File: src/rtl/rate_change_cfg_ctrl_if.sv
// Bundle of request, stream-snoop and settings-bus signals for rate_change_cfg_ctrl.
//   slave  : the sequencer side (takes requests and snoops, drives hold/clear/settings/status)
//   master : the control / environment side (drives requests and snoops, observes outputs)
interface rate_change_cfg_ctrl_if;
  // rate-change request
  logic        req_valid;
  logic        req_ready;
  logic [15:0] req_n;
  logic [15:0] req_m;
  logic [31:0] req_config;
  // snoop of axi_rate_change input and output streams
  logic        i_tvalid;
  logic        i_tready;
  logic        i_tlast;
  logic        o_tvalid;
  logic        o_tready;
  logic        o_tlast;
  // controls toward upstream and axi_rate_change
  logic        hold;
  logic        clear;
  logic        set_stb;
  logic [7:0]  set_addr;
  logic [31:0] set_data;
  // status
  logic        done;
  logic        err_range;
  logic        err_timeout;
  logic        busy;

  modport slave (
    input  req_valid, req_n, req_m, req_config,
    input  i_tvalid, i_tready, i_tlast, o_tvalid, o_tready, o_tlast,
    output req_ready, hold, clear, set_stb, set_addr, set_data,
    output done, err_range, err_timeout, busy
  );

  modport master (
    output req_valid, req_n, req_m, req_config,
    output i_tvalid, i_tready, i_tlast, o_tvalid, o_tready, o_tlast,
    input  req_ready, hold, clear, set_stb, set_addr, set_data,
    input  done, err_range, err_timeout, busy
  );
endinterface

File: src/rtl/rate_change_cfg_ctrl.sv
// rate_change_cfg_ctrl: reconfiguration sequencer for axi_rate_change.
// Accepts an N/M/CONFIG request, range-checks it, holds the upstream stream at a packet
// boundary, waits for both streams to be quiet, pulses clear, then writes N, M and CONFIG
// over the settings bus on consecutive cycles.
// Ports:
//   clk      : clock
//   reset    : asynchronous, active-high reset
//   cfg_bus  : rate_change_cfg_ctrl_if.slave (request port, stream snoops, hold/clear,
//              settings bus set_stb/set_addr/set_data, done/err_range/err_timeout/busy)
// Optional feature: define RATE_CFG_TIMEOUT_EN to add a DRAIN timeout that raises sticky
// err_timeout and forces the sequence on; otherwise DRAIN waits indefinitely.
module rate_change_cfg_ctrl #(
  parameter int unsigned MAX_N          = 16,
  parameter int unsigned MAX_M          = 16,
  parameter logic [7:0]  SR_N_ADDR      = 8'd0,
  parameter logic [7:0]  SR_M_ADDR      = 8'd1,
  parameter logic [7:0]  SR_CONFIG_ADDR = 8'd2,
  parameter int unsigned CLEAR_CYCLES   = 2,
  parameter int unsigned QUIET_CYCLES   = 16,
  parameter int unsigned TIMEOUT_CYCLES = 65535
) (
  input logic                   clk,
  input logic                   reset,
  rate_change_cfg_ctrl_if.slave cfg_bus
);

  if (CLEAR_CYCLES < 1 || CLEAR_CYCLES > 15) begin : g_bad_clear
    $error("CLEAR_CYCLES out of range 1..15");
  end
  if (QUIET_CYCLES < 1 || QUIET_CYCLES > 255) begin : g_bad_quiet
    $error("QUIET_CYCLES out of range 1..255");
  end
  if (TIMEOUT_CYCLES < 1 || TIMEOUT_CYCLES > 65535) begin : g_bad_timeout
    $error("TIMEOUT_CYCLES out of range 1..65535");
  end

  typedef enum logic [2:0] {
    StIdle, StCheck, StDrain, StClear, StWrN, StWrM, StWrCfg, StDone
  } state_e;

  state_e      r_state, w_state_next;
  logic [15:0] r_n, r_m;
  logic [31:0] r_cfg;
  logic        r_in_pkt_i, r_in_pkt_o;
  logic [7:0]  r_quiet_cnt, w_quiet_cnt_next;
  logic [3:0]  r_clear_cnt, w_clear_cnt_next;

  logic        r_req_ready, r_hold, r_clear, r_set_stb, r_done, r_err_range, r_busy;
  logic [7:0]  r_set_addr, w_set_addr_next;
  logic [31:0] r_set_data, w_set_data_next;
  logic        w_err_range_next;

  logic        w_accept, w_range_ok, w_quiet, w_to_hit;

  assign w_accept   = cfg_bus.req_valid & r_req_ready;
  assign w_range_ok = (r_n != 16'd0) && ({16'd0, r_n} <= MAX_N) &&
                      (r_m != 16'd0) && ({16'd0, r_m} <= MAX_M);
  // Any input beat during DRAIN is an upstream violation and re-arms the quiet count too.
  assign w_quiet    = ~r_in_pkt_i & ~r_in_pkt_o & ~cfg_bus.o_tvalid & ~cfg_bus.i_tvalid;

`ifdef RATE_CFG_TIMEOUT_EN
  logic [15:0] r_to_cnt;
  logic        r_err_timeout;

  assign w_to_hit = (r_state == StDrain) && (r_to_cnt == 16'(TIMEOUT_CYCLES - 1));

  always_ff @(posedge clk or posedge reset) begin
    if (reset) begin
      r_to_cnt      <= 16'd0;
      r_err_timeout <= 1'b0;
    end else begin
      if (r_state == StDrain) r_to_cnt <= r_to_cnt + 16'd1;
      else                    r_to_cnt <= 16'd0;
      if (w_accept)           r_err_timeout <= 1'b0;
      else if (w_to_hit)      r_err_timeout <= 1'b1;
    end
  end

  assign cfg_bus.err_timeout = r_err_timeout;
`else
  assign w_to_hit            = 1'b0;
  assign cfg_bus.err_timeout = 1'b0;
`endif

  // Next-state logic.
  always_comb begin
    w_state_next     = r_state;
    w_quiet_cnt_next = r_quiet_cnt;
    w_clear_cnt_next = r_clear_cnt;
    w_err_range_next = 1'b0;
    unique case (r_state)
      StIdle: begin
        if (w_accept) w_state_next = StCheck;
      end
      StCheck: begin
        w_quiet_cnt_next = 8'd0;
        if (w_range_ok) begin
          w_state_next = StDrain;
        end else begin
          w_state_next     = StIdle;
          w_err_range_next = 1'b1;
        end
      end
      StDrain: begin
        w_clear_cnt_next = 4'd0;
        if (!w_quiet) begin
          w_quiet_cnt_next = 8'd0;
        end else if (r_quiet_cnt == 8'(QUIET_CYCLES - 1)) begin
          w_state_next = StClear;
        end else begin
          w_quiet_cnt_next = r_quiet_cnt + 8'd1;
        end
        if (w_to_hit) w_state_next = StClear;
      end
      StClear: begin
        if (r_clear_cnt == 4'(CLEAR_CYCLES - 1)) w_state_next = StWrN;
        else                                     w_clear_cnt_next = r_clear_cnt + 4'd1;
      end
      StWrN:   w_state_next = StWrM;
      StWrM:   w_state_next = StWrCfg;
      StWrCfg: w_state_next = StDone;
      StDone:  w_state_next = StIdle;
      default: w_state_next = StIdle;
    endcase
  end

  // Settings bus keeps its last address/data between writes.
  always_comb begin
    w_set_addr_next = r_set_addr;
    w_set_data_next = r_set_data;
    unique case (w_state_next)
      StWrN: begin
        w_set_addr_next = SR_N_ADDR;
        w_set_data_next = {16'd0, r_n};
      end
      StWrM: begin
        w_set_addr_next = SR_M_ADDR;
        w_set_data_next = {16'd0, r_m};
      end
      StWrCfg: begin
        w_set_addr_next = SR_CONFIG_ADDR;
        w_set_data_next = r_cfg;
      end
      default: ;
    endcase
  end

  always_ff @(posedge clk or posedge reset) begin
    if (reset) begin
      r_state     <= StIdle;
      r_quiet_cnt <= 8'd0;
      r_clear_cnt <= 4'd0;
      r_req_ready <= 1'b1;
      r_hold      <= 1'b0;
      r_clear     <= 1'b0;
      r_set_stb   <= 1'b0;
      r_set_addr  <= 8'd0;
      r_set_data  <= 32'd0;
      r_done      <= 1'b0;
      r_err_range <= 1'b0;
      r_busy      <= 1'b0;
    end else begin
      r_state     <= w_state_next;
      r_quiet_cnt <= w_quiet_cnt_next;
      r_clear_cnt <= w_clear_cnt_next;
      r_req_ready <= (w_state_next == StIdle);
      r_hold      <= (w_state_next != StIdle) && (w_state_next != StCheck);
      r_clear     <= (w_state_next == StClear);
      r_set_stb   <= (w_state_next == StWrN) || (w_state_next == StWrM) ||
                     (w_state_next == StWrCfg);
      r_set_addr  <= w_set_addr_next;
      r_set_data  <= w_set_data_next;
      r_done      <= (w_state_next == StDone);
      r_err_range <= w_err_range_next;
      r_busy      <= (w_state_next != StIdle);
    end
  end

  // Request fields are captured on accept and stay stable for the whole sequence.
  always_ff @(posedge clk or posedge reset) begin
    if (reset) begin
      r_n   <= 16'd0;
      r_m   <= 16'd0;
      r_cfg <= 32'd0;
    end else if (w_accept) begin
      r_n   <= cfg_bus.req_n;
      r_m   <= cfg_bus.req_m;
      r_cfg <= cfg_bus.req_config;
    end
  end

  // Packet tracking on both snooped streams; CLEAR flushes axi_rate_change, so forget them.
  always_ff @(posedge clk or posedge reset) begin
    if (reset) begin
      r_in_pkt_i <= 1'b0;
      r_in_pkt_o <= 1'b0;
    end else if (r_state == StClear) begin
      r_in_pkt_i <= 1'b0;
      r_in_pkt_o <= 1'b0;
    end else begin
      if (cfg_bus.i_tvalid & cfg_bus.i_tready) r_in_pkt_i <= ~cfg_bus.i_tlast;
      if (cfg_bus.o_tvalid & cfg_bus.o_tready) r_in_pkt_o <= ~cfg_bus.o_tlast;
    end
  end

  assign cfg_bus.req_ready = r_req_ready;
  assign cfg_bus.hold      = r_hold;
  assign cfg_bus.clear     = r_clear;
  assign cfg_bus.set_stb   = r_set_stb;
  assign cfg_bus.set_addr  = r_set_addr;
  assign cfg_bus.set_data  = r_set_data;
  assign cfg_bus.done      = r_done;
  assign cfg_bus.err_range = r_err_range;
  assign cfg_bus.busy      = r_busy;

endmodule

File: src/flat_wrapper.sv
// flat-port wrapper written by rule: the top's interface ports become plain ports
module rate_change_cfg_ctrl_flat 
#(
  parameter int unsigned MAX_N          = 16,
  parameter int unsigned MAX_M          = 16,
  parameter logic [7:0]  SR_N_ADDR      = 8'd0,
  parameter logic [7:0]  SR_M_ADDR      = 8'd1,
  parameter logic [7:0]  SR_CONFIG_ADDR = 8'd2,
  parameter int unsigned CLEAR_CYCLES   = 2,
  parameter int unsigned QUIET_CYCLES   = 16,
  parameter int unsigned TIMEOUT_CYCLES = 65535
)
  (clk, reset, cfg_bus_req_valid, cfg_bus_req_n, cfg_bus_req_m, cfg_bus_req_config, cfg_bus_i_tvalid, cfg_bus_i_tready, cfg_bus_i_tlast, cfg_bus_o_tvalid, cfg_bus_o_tready, cfg_bus_o_tlast, cfg_bus_req_ready, cfg_bus_hold, cfg_bus_clear, cfg_bus_set_stb, cfg_bus_set_addr, cfg_bus_set_data, cfg_bus_done, cfg_bus_err_range, cfg_bus_err_timeout, cfg_bus_busy);
  rate_change_cfg_ctrl_if cfg_bus_i ();
  input logic clk;
  input logic reset;
  input wire logic [$bits(cfg_bus_i.req_valid)-1:0] cfg_bus_req_valid;
  input wire logic [$bits(cfg_bus_i.req_n)-1:0] cfg_bus_req_n;
  input wire logic [$bits(cfg_bus_i.req_m)-1:0] cfg_bus_req_m;
  input wire logic [$bits(cfg_bus_i.req_config)-1:0] cfg_bus_req_config;
  input wire logic [$bits(cfg_bus_i.i_tvalid)-1:0] cfg_bus_i_tvalid;
  input wire logic [$bits(cfg_bus_i.i_tready)-1:0] cfg_bus_i_tready;
  input wire logic [$bits(cfg_bus_i.i_tlast)-1:0] cfg_bus_i_tlast;
  input wire logic [$bits(cfg_bus_i.o_tvalid)-1:0] cfg_bus_o_tvalid;
  input wire logic [$bits(cfg_bus_i.o_tready)-1:0] cfg_bus_o_tready;
  input wire logic [$bits(cfg_bus_i.o_tlast)-1:0] cfg_bus_o_tlast;
  output wire logic [$bits(cfg_bus_i.req_ready)-1:0] cfg_bus_req_ready;
  output wire logic [$bits(cfg_bus_i.hold)-1:0] cfg_bus_hold;
  output wire logic [$bits(cfg_bus_i.clear)-1:0] cfg_bus_clear;
  output wire logic [$bits(cfg_bus_i.set_stb)-1:0] cfg_bus_set_stb;
  output wire logic [$bits(cfg_bus_i.set_addr)-1:0] cfg_bus_set_addr;
  output wire logic [$bits(cfg_bus_i.set_data)-1:0] cfg_bus_set_data;
  output wire logic [$bits(cfg_bus_i.done)-1:0] cfg_bus_done;
  output wire logic [$bits(cfg_bus_i.err_range)-1:0] cfg_bus_err_range;
  output wire logic [$bits(cfg_bus_i.err_timeout)-1:0] cfg_bus_err_timeout;
  output wire logic [$bits(cfg_bus_i.busy)-1:0] cfg_bus_busy;
  assign cfg_bus_i.req_valid = cfg_bus_req_valid;
  assign cfg_bus_i.req_n = cfg_bus_req_n;
  assign cfg_bus_i.req_m = cfg_bus_req_m;
  assign cfg_bus_i.req_config = cfg_bus_req_config;
  assign cfg_bus_i.i_tvalid = cfg_bus_i_tvalid;
  assign cfg_bus_i.i_tready = cfg_bus_i_tready;
  assign cfg_bus_i.i_tlast = cfg_bus_i_tlast;
  assign cfg_bus_i.o_tvalid = cfg_bus_o_tvalid;
  assign cfg_bus_i.o_tready = cfg_bus_o_tready;
  assign cfg_bus_i.o_tlast = cfg_bus_o_tlast;
  assign cfg_bus_req_ready = cfg_bus_i.req_ready;
  assign cfg_bus_hold = cfg_bus_i.hold;
  assign cfg_bus_clear = cfg_bus_i.clear;
  assign cfg_bus_set_stb = cfg_bus_i.set_stb;
  assign cfg_bus_set_addr = cfg_bus_i.set_addr;
  assign cfg_bus_set_data = cfg_bus_i.set_data;
  assign cfg_bus_done = cfg_bus_i.done;
  assign cfg_bus_err_range = cfg_bus_i.err_range;
  assign cfg_bus_err_timeout = cfg_bus_i.err_timeout;
  assign cfg_bus_busy = cfg_bus_i.busy;
  rate_change_cfg_ctrl #(.MAX_N(MAX_N), .MAX_M(MAX_M), .SR_N_ADDR(SR_N_ADDR), .SR_M_ADDR(SR_M_ADDR), .SR_CONFIG_ADDR(SR_CONFIG_ADDR), .CLEAR_CYCLES(CLEAR_CYCLES), .QUIET_CYCLES(QUIET_CYCLES), .TIMEOUT_CYCLES(TIMEOUT_CYCLES)) u_core (.clk(clk), .reset(reset), .cfg_bus(cfg_bus_i));
endmodule
File: config.mk
export PLATFORM = sky130hd
export DESIGN_NAME = rate_change_cfg_ctrl_flat
export DESIGN_NICKNAME = d
export VERILOG_FILES = /design/src/rtl/rate_change_cfg_ctrl_if.sv /design/src/rtl/rate_change_cfg_ctrl.sv /design/src/flat_wrapper.sv
export SDC_FILE = /design/constraint.sdc
export NUM_CORES = 1
export LEC_CHECK = 0
export CAP_MARGIN = 10
export CORE_UTILIZATION = 50
export DETAILED_ROUTE_END_ITERATION = 16
export GPL_TIMING_DRIVEN = 1
export PLACE_DENSITY_LB_ADDON = 0.05
export SYNTH_ARGS = -nofsm -noshare
export SYNTH_HDL_FRONTEND = slang
export SYNTH_SLANG_ARGS = --single-unit
export TNS_END_PERCENT = 100
File: constraint.sdc
create_clock -name clk -period 5.08 [get_ports clk]
set_input_delay 0.762 -clock clk [delete_from_list [all_inputs] [get_ports clk]]
set_output_delay 0.762 -clock clk [all_outputs]
set_load 0.1 [all_outputs]
## After elaboration in Yosys (flattened, before gate mapping)

Index checks and enable logic that the tools add are counted.

- Bits in registers: 128

- Add/sub/neg operators: 2
- Order comparisons: 2
- Equality and inequality tests: 17
- Muxes and demuxes: 19
- Bitwise operators: 12
- Reduce and logical (&&, ||, !) cells: 18

Operators by type and width:

| kind | count |
|---|---|
| case mux 32 bit (3 select lines) | 1 |
| less-or-equal comparator 16 x 5 -> 1 bit, second input constant | 2 |
| nonzero test 16 bit | 2 |
| equality test 3 bit, second input constant | 8 |
| case mux 3 bit (8 select lines) | 1 |
| case mux 8 bit (3 select lines) | 1 |
| 2-to-1 mux 8 bit | 2 |
| case mux 8 bit (2 select lines) | 1 |
| 2-to-1 mux 3 bit | 4 |
| equality test 3 x 2 -> 1 bit, second input constant | 3 |
| adder 8 x 1 -> 8 bit, second input constant | 1 |
| equality test 8 x 4 -> 1 bit, second input constant | 1 |
| case mux 4 bit (2 select lines) | 1 |
| nonzero test 2 bit | 4 |
| AND 1 bit | 6 |
| zero test 3 bit | 2 |
| 2-to-1 mux 1 bit | 6 |
| NOT 1 bit | 6 |
| nonzero test 3 bit | 2 |
| adder 4 x 1 -> 4 bit, second input constant | 1 |
| equality test 4 x 1 -> 1 bit, second input constant | 1 |
| logical AND 1 bit | 4 |
| 2-to-1 mux 4 bit | 1 |
| AND reduction 2 bit | 2 |
| other kinds (6) | 7 |

## Logic depth before layout (Yosys ltp)

Gate-level depths: netlist of the first run.

- Word-level depth: 9
- Depth in mapped cells: 7

## Worst setup path before layout of the first run

No wires, ideal clock.

- Path type: input-to-reg
- Start point: input cfg_bus_o_tvalid
- End point: register u_core.r_quiet_cnt[6]
- Setup time: 0.082 ns
- Data arrival time: 2.178 ns
- Required time: 4.998 ns
- Setup slack: 2.820 ns
- Stages: 4
- Buffers on the path: 0
- Cells stage by stage: or4_4 > or3_4 > or4_4 > o211ai_2

- Cells in the longest elaborated chain, start to end: 5
- Elaborated cells between the ends (all ways): 7

RTL lines:

| item | line | text |
|---|---|---|
| start, declared | flat_wrapper.sv:24 | `input wire logic [$bits(cfg_bus_i.o_tvalid)-1:0] cfg_bus_o_tvalid;` |
| NOT 1 bit * | rate_change_cfg_ctrl.sv:59 | `assign w_quiet = ~r_in_pkt_i & ~r_in_pkt_o & ~cfg_bus.o_tvalid & ~cfg_bus.i_tvalid;` |
| AND 1 bit * (2 in a row) | rate_change_cfg_ctrl.sv:59 |  |
| 2-to-1 mux 8 bit / != test 3 bit (equally long branches) | -- |  |
| case mux 8 bit (2 select lines) / AND reduction 2 bit (equally long branches) | -- |  |
| end signal, assigned | rate_change_cfg_ctrl.sv:164 | `r_quiet_cnt <= w_quiet_cnt_next;` |
| end, declared | rate_change_cfg_ctrl.sv:45 | `logic [7:0] r_quiet_cnt, w_quiet_cnt_next;` |

Mark *: on every way between the ends. The rest lies on a longest branch, timed or not.
A chain may end at the register's enable or synchronous reset.

## Worst setup path in the final report of the first run

- Start point: register u_core.r_req_ready, in the netlist u_core.cfg_bus.req_ready
- End point: output cfg_bus_req_ready

RTL lines:

| item | line | text |
|---|---|---|
| start, declared | rate_change_cfg_ctrl.sv:48 | `logic r_req_ready, r_hold, r_clear, r_set_stb, r_done, r_err_range, r_busy;` |
| start signal, assigned | rate_change_cfg_ctrl.sv:166 | `r_req_ready <= (w_state_next == StIdle);` |
| end, declared | flat_wrapper.sv:27 | `output wire logic [$bits(cfg_bus_i.req_ready)-1:0] cfg_bus_req_ready;` |

No word-level cell between the ends.

==> impl_metrics.py, run 1 <==
metrics = {
    "critical_path": {
        "rrSetupSlack_ns": 2.99,
        "cp.depth": 1,
        "rr_worst_depth": 4,
        "r2r_start": "u_core.r_m[0]",
        "r2r_end": "u_core.cfg_bus.req_ready",
        "critPathArrivalTime_ns": 2.17,
        "worstSetupPathType": "reg2out",
        "start_kind": "register",
        "cp_max_fo": 3,
        "critPathBufInv": 1,
        "critPathSlowestCell": "clkdlybuf4s50_1",
        "required_ns": 4.32,
        "max_stage_delay_ns": 1.13,
        "startpoint": "u_core.cfg_bus.req_ready",
        "cp_top_family": "buffers and inverters",
        "crit_path_cell_trace": "clkdlybuf4s50_1",
        "cp-end-kind": "output pin",
    },
    "placement": {
        "placed_area_um2": 6500,
        "pre_cts_ws_ns": 2.13,
        "port_buffers": 113,
        "dp_hpwl_um": 7750,
        "gp_congestion": 0.800,
        "place_inst": 658,
    },
    "timing": {
        "fin_skew_ns": 0.00984,
        "rsz0062_at_grt": "false",
        "maxSlewHeadroom_pct": 22.3,
        "whs_ns": 0.477,
        "fin_crit_ns": 2.93,
        "timing.fmax_mhz": 341,
        "worstMarginPinSlew_ns": 1.17,
        "maxSlewViolCount": 0,
        "period_share_pct": 57.7,
        "finalSetupViolCount": 0,
        "totalNegativeSetupSlack_ns": 0,
        "hold_viol": 0,
        "postLayoutSetupSlackWorst_ns": 2.15,
    },
    "clocking": {
        "cts_root_buf": "clkbuf_8",
        "cts_buffer_depth": 2,
        "clock_latency_ns": 0.51,
        "path_clk_slew_ns": 0.06,
        "cts_buffers": 17,
        "cts_resized": 0,
        "cts-htree-levels": 4,
        "post_cts_buffers": 0,
        "cts.sinks": 122,
        "hold_buffers": 0,
        "cts_tree": "built",
    },
    "synth": {
        "yosys-top-cells-area": "dfrtp_1, mux2_2, mux2i_1, a22o_1, a21oi_1",
        "netlist_area_um2": 5260,
        "syn_area_per_cell_um2": 12.2,
        "synthesis.instances": 430,
        "async_flop_share_pct": 100,
        "synth_commonest_cells": "dfrtp_1, mux2_2, nand2_1",
        "synth_ff_type": "dfrtp_1",
        "synth_seq_area_share_pct": 58.0,
        "synth.most_common_cell": "dfrtp_1",
        "synth-seq-cells": 122,
        "ys_warn_count": 0,
        "synth_area_leader_cell": "dfrtp_1",
        "synth_top_area_share_pct": 57.5,
        "synth-edff-count": 0,
        "synth.distinct_cells": 50,
    },
    "global_route": {
        "grt_pass1_vias": 3802,
        "antenna_found_initial": 0,
        "track_usage_pct": 22.4,
        "grt_max_degree": 59,
        "grt_remaining_overflow": 0,
        "grt_first_pass_wirelength_um": 18900,
    },
    "layout": {
        "instances_no_fill": 690,
        "num_antenna_cells": 0,
        "area_delta_synth_final_pct": 34.3,
        "fill_cells": 797,
        "final_layout_size_suffix_gt1_share_pct": 20.8,
        "nets": 617,
        "stdcell_area_um2": 7070,
    },
    "pwr": {
        "power_leakage_nw": 3.03,
        "worst_ir_drop_vdd_mv": 0.327,
        "powerDensity_nw_per_um2": 677,
    },
    "run_status": {
        "outcome": "complete, no violations",
    },
    "worst_hold_path": {
        "hold_path_depth": 1,
        "hp-start": "u_core.cfg_bus.set_addr[1]",
        "hold_class": "reg2reg",
        "hold_end": "u_core.cfg_bus.set_addr[1]",
    },
    "drt": {
        "drc": 0,
        "vias": 3732,
        "drt_first_pass_iters": 4,
        "ant_nets": 0,
        "drt_iter0_drc": 146,
        "wire_per_inst_um": 16.5,
        "avgViaCountPerCell": 5.41,
        "drt-total-wl_um": 11400,
    },
    "die": {
        "num_rows": 37,
        "die_h_um": 105,
        "io_pins": 121,
        "die_x_um": 105,
        "core_um2": 10300,
        "die_area_um2": 10900,
        "start_util_pct": 51.2,
    },
    "job": {
        "drv_cap": 0,
    },
}
[how the worst max path moves through the flow]
stage / to / slack, ns
2_1_floorplan: u_core.cfg_bus.busy / 1.08
3_3_place_gp: u_core.r_m[8] / 2.16
3_5_place_dp: u_core.r_m[5] / 2.13
4_1_cts: cfg_bus_req_ready / 2.12
5_1_grt: cfg_bus_req_ready / 2.09
6_report: cfg_bus_req_ready / 2.15
[routing by layer]
layer	part of all wire [%]	vias to the layer above	track usage, %
met5	0	-	0
met4	1.1	0	7.55
met3	3.7	12	5.43
met2	49	97	36.4
met1	46	1862	29.5
li1	-	1761	-
[worst reg2reg max path: stages (launching register included)]
cell,delay (ns)
dfrtp_1,0.39
or4_1,0.57
or3b_2,0.52
a41oi_1,0.38
o21ba_2,0.18
[cell families after synthesis]
family,after synthesis,synth area share (%)
buf+inv,40,3.40
compound gates,92,11.6
simple gates,89,8.84
other cells,1,0.0712
flops,122,58.0
fa+ha+maj,3,0.713
mux,83,17.3
[power by group]
part | total (mW) | leakage, nW | internal (mW) | switching (mW)
logic | 1.99 | 1.25 | 0.676 | 1.31
clock network | 1.15 | 0.270 | 0.711 | 0.443
registers | 1.64 | 1.51 | 1.38 | 0.267
[metrics by stage]
| step | power (mW) | util [%] |
|---|---|---|
| 3_3_place_gp | 3.60 | 63.2 |
| 6_report | 4.79 | 68.8 |
| 4_1_cts | 4.82 | 68.8 |
| 5_1_grt | 5.03 | 68.8 |
| 3_5_place_dp | 3.65 | 63.2 |
| 2_1_floorplan | 3.14 | - |
[area by class of cell]
cell class	count	area (um2)	area share, %
multi-input cells	274	2070	29.3
well taps	136	170	2.41
inverters	8	32.5	0.460
clock inverters	14	148	2.09
clock buffers	18	428	6.05
repair buffers	118	1170	16.5
flip-flops and latches	122	3050	43.2
[flip-flops by register name, summed over array words and instances (netlist names), 2 cells and up]
name / count
u_core.r_quiet_cnt: 8
u_core.r_cfg: 32
u_core.cfg_bus.set_data: 32
u_core.r_n: 16
u_core.cfg_bus.set_addr: 2
u_core.r_state: 3
u_core.r_clear_cnt: 4
u_core.r_m: 16
[placed cells by master (no fill, tap or decap), types with 6 or more instances in the layout]
| cell type | count |
|---|---|
| mux2i_1 | 19 |
| a22o_1 | 19 |
| nor2_1 | 20 |
| nand3_1 | 6 |
| clkdlybuf4s50_1 | 113 |
| o21ai_0 | 22 |
| mux2_2 | 64 |
| conb_1 | 7 |
| a21oi_1 | 25 |
| dfrtp_1 | 121 |
| inv_1 | 7 |
| nand2_1 | 28 |
| clkbuf_16 | 16 |
(Power assumes the default switching activity.)
==> run 2, diff against run 1 <==
--- a/config.mk
+++ b/config.mk
@@ -6,7 +6,7 @@
 export NUM_CORES = 1
 export LEC_CHECK = 0
 export CAP_MARGIN = 10
-export CORE_UTILIZATION = 50
+export CORE_UTILIZATION = 45
 export DETAILED_ROUTE_END_ITERATION = 16
 export GPL_TIMING_DRIVEN = 1
 export PLACE_DENSITY_LB_ADDON = 0.05
==> constraint.sdc (replaced) <==
create_clock -name clk -period 2.35 [get_ports clk]
set_input_delay 0.3525 -clock clk [delete_from_list [all_inputs] [get_ports clk]]
set_output_delay 0.3525 -clock clk [all_outputs]
set_load 0.1 [all_outputs]
==> run 2 against run 1 <==
  * First-iteration DRC count increased by 3.4%
  * Power increased by 120%
  * Global-route usage decreased by 2.5 points
  * Cell area increased by 0.14%
  * Via count decreased by 1.0%
  * Hold slack got worse by 0.070 ns
  * Cell count increased by 1.9%
  * Die area increased by 11%
  * Sequential power increased by 120%
  * Register-to-register slack got worse by 2.7 ns
  * Non-clock buffer count increased by 6
  * Clock skew decreased by 0.00092 ns
  * Highest routed layer unchanged
==> impl_metrics.py, run 2 (synthesis results as in run 1) <==
metrics = {
    "run_status": {
        "outcome": "complete, no violations",
    },
    "drt": {
        "drt_iter0_drc": 151,
        "drt-total-wl_um": 11300,
        "drt_first_pass_iters": 4,
        "drc": 0,
        "wire_per_inst_um": 16.1,
        "vias": 3694,
        "avgViaCountPerCell": 5.25,
        "ant_nets": 0,
    },
    "global_route": {
        "antenna_found_initial": 0,
        "grt_remaining_overflow": 0,
        "use_met1_pct": 26.1,
        "track_usage_pct": 19.8,
        "grtUsageMet2_pct": 31.1,
        "grt_max_degree": 77,
        "grt-busiest-layer": "met2",
        "grt_first_pass_wirelength_um": 17900,
        "grt_pass1_vias": 3636,
        "grt_use_met3_pct": 6.23,
    },
    "pwr": {
        "clkPwrFrac_pct": 25.4,
        "powerDensity_nw_per_um2": 1480,
        "switching_share_pct": 41.1,
        "pwr-share-seq_pct": 34.1,
        "switchingPower_mw": 4.30,
        "intPower_mw": 6.17,
        "power_mw": 10.5,
        "worst_ir_drop_vdd_mv": 0.955,
        "power_leakage_nw": 3.16,
        "comb_power_share_pct": 40.4,
    },
    "critical_path": {
        "cp_top_family": "compound AO/OA/AOI/OAI gates",
        "cp_max_fo": 7,
        "critPathBufInv": 0,
        "start_kind": "register",
        "cp-end-kind": "register",
        "critPathArrivalTime_ns": 2.43,
        "worstSetupPathType": "reg2reg",
        "crit_path_cell_trace": "or4_4 > o41ai_1 > a21oi_1 > o221ai_1",
        "critPathSlowestCell": "or4_4",
        "max_stage_delay_ns": 0.58,
        "required_ns": 2.67,
    },
    "clocking": {
        "hold_buffers": 0,
        "cts_resized": 0,
        "clock_latency_ns": 0.41,
        "cts.sinks": 122,
        "post_cts_buffers": 0,
        "cts_tree": "built",
        "cts_buffers": 17,
        "cts_root_buf": "clkbuf_16",
        "cts-htree-levels": 4,
        "path_clk_slew_ns": 0.06,
        "cts_buffer_depth": 2,
    },
    "timing": {
        "fin_crit_ns": 2.11,
        "worstMarginPinSlew_ns": 0.739,
        "hold_viol": 0,
        "period_share_pct": 89.7,
        "finalSetupViolCount": 0,
        "timing.fmax_mhz": 474,
        "fin_skew_ns": 0.00892,
        "maxSlewHeadroom_pct": 50.7,
        "whs_ns": 0.407,
        "rsz0062_at_grt": "false",
        "maxSlewViolCount": 0,
    },
    "job": {
        "drv_cap": 0,
    },
    "layout": {
        "stdcell_area_um2": 7080,
        "final_util_pct": 62.0,
        "final_layout_size_suffix_gt1_share_pct": 28.2,
        "nets": 623,
        "layout_common_cells": "dfrtp_1, clkdlybuf4s50_1, mux2_2, buf_4, nand2_1",
        "num_antenna_cells": 0,
        "area_delta_synth_final_pct": 34.5,
        "layout_commonest_cell": "dfrtp_1",
    },
    "worst_hold_path": {
        "hold_class": "in2async",
    },
    "placement": {
        "dp_hpwl_um": 7650,
        "port_buffers": 113,
        "placed_area_um2": 6470,
        "gp_congestion": 0.787,
    },
    "die": {
        "start_util_pct": 46.1,
        "die_h_um": 110,
        "core_um2": 11400,
        "die_area_um2": 12100,
        "num_rows": 39,
        "io_pins": 121,
        "die_x_um": 110,
    },
}
## run 2: metrics by stage
step | instances | TNS (ns) | worst slack [ns]
after global routing | 703 | 0 | 0.152
after floorplan | 436 | 0 | 0.441
after detailed placement | 671 | -0.492 | -0.106
after global placement | 671 | -0.00487 | -0.00461
final | 703 | 0 | 0.242
after CTS | 703 | 0 | 0.252
## run 2: power groups by stage
| stage | clock [mW] | sequential [mW] | combinational [mW] |
|---|---|---|---|
| 2_1_floorplan | 0 | 5.12 | 1.67 |
| 3_3_place_gp | 0 | 3.57 | 4.18 |
| 3_5_place_dp | 0 | 3.61 | 4.25 |
| 4_1_cts | 2.72 | 3.57 | 4.26 |
| 5_1_grt | 2.82 | 3.69 | 4.50 |
| 6_report | 2.66 | 3.57 | 4.23 |
## run 2: final timing paths
path	start	to	slack (ns)	cells after the start
setup / recovery	u_core.r_in_pkt_i	u_core.r_quiet_cnt[4]	0.24	4
hold / removal	reset	u_core.r_n[7]	0.41	3
setup reg to reg	u_core.r_in_pkt_i	u_core.r_quiet_cnt[4]	0.24	4
hold reg to reg	u_core.cfg_bus.set_data[15]	u_core.cfg_bus.set_data[15]	0.48	2
max in group asynchronous	reset	u_core.r_cfg[22]	1.44	3
min in group clk	u_core.cfg_bus.set_data[15]	u_core.cfg_bus.set_data[15]	0.48	2
## run 2: cell type report
| cell class | instances | area [um2] |
|---|---|---|
| inverter | 8 | 33.8 |
| clock buffer | 25 | 495 |
| fill | 965 | 4340 |
| multi-input combinational | 274 | 2070 |
| clock inverter | 7 | 113 |
| timing repair buffer | 124 | 1140 |
| tap | 143 | 179 |
| sequential | 122 | 3050 |
## run 2: tightest hold or removal path, cell delays in order
cell	delay (ns)
clkdlybuf4s50_1	0.44
clkinvlp_4	0.10
buf_12	0.33
## run 2: metal layers
metal | share of wire [%] | wire length [um] | up-vias
met2 | 48 | 5470 | 98
met4 | 1.1 | 121 | 0
met1 | 46 | 5160 | 1817
met5 | 0 | 0 | -
met3 | 5.1 | 576 | 10
li1 | - | - | 1769
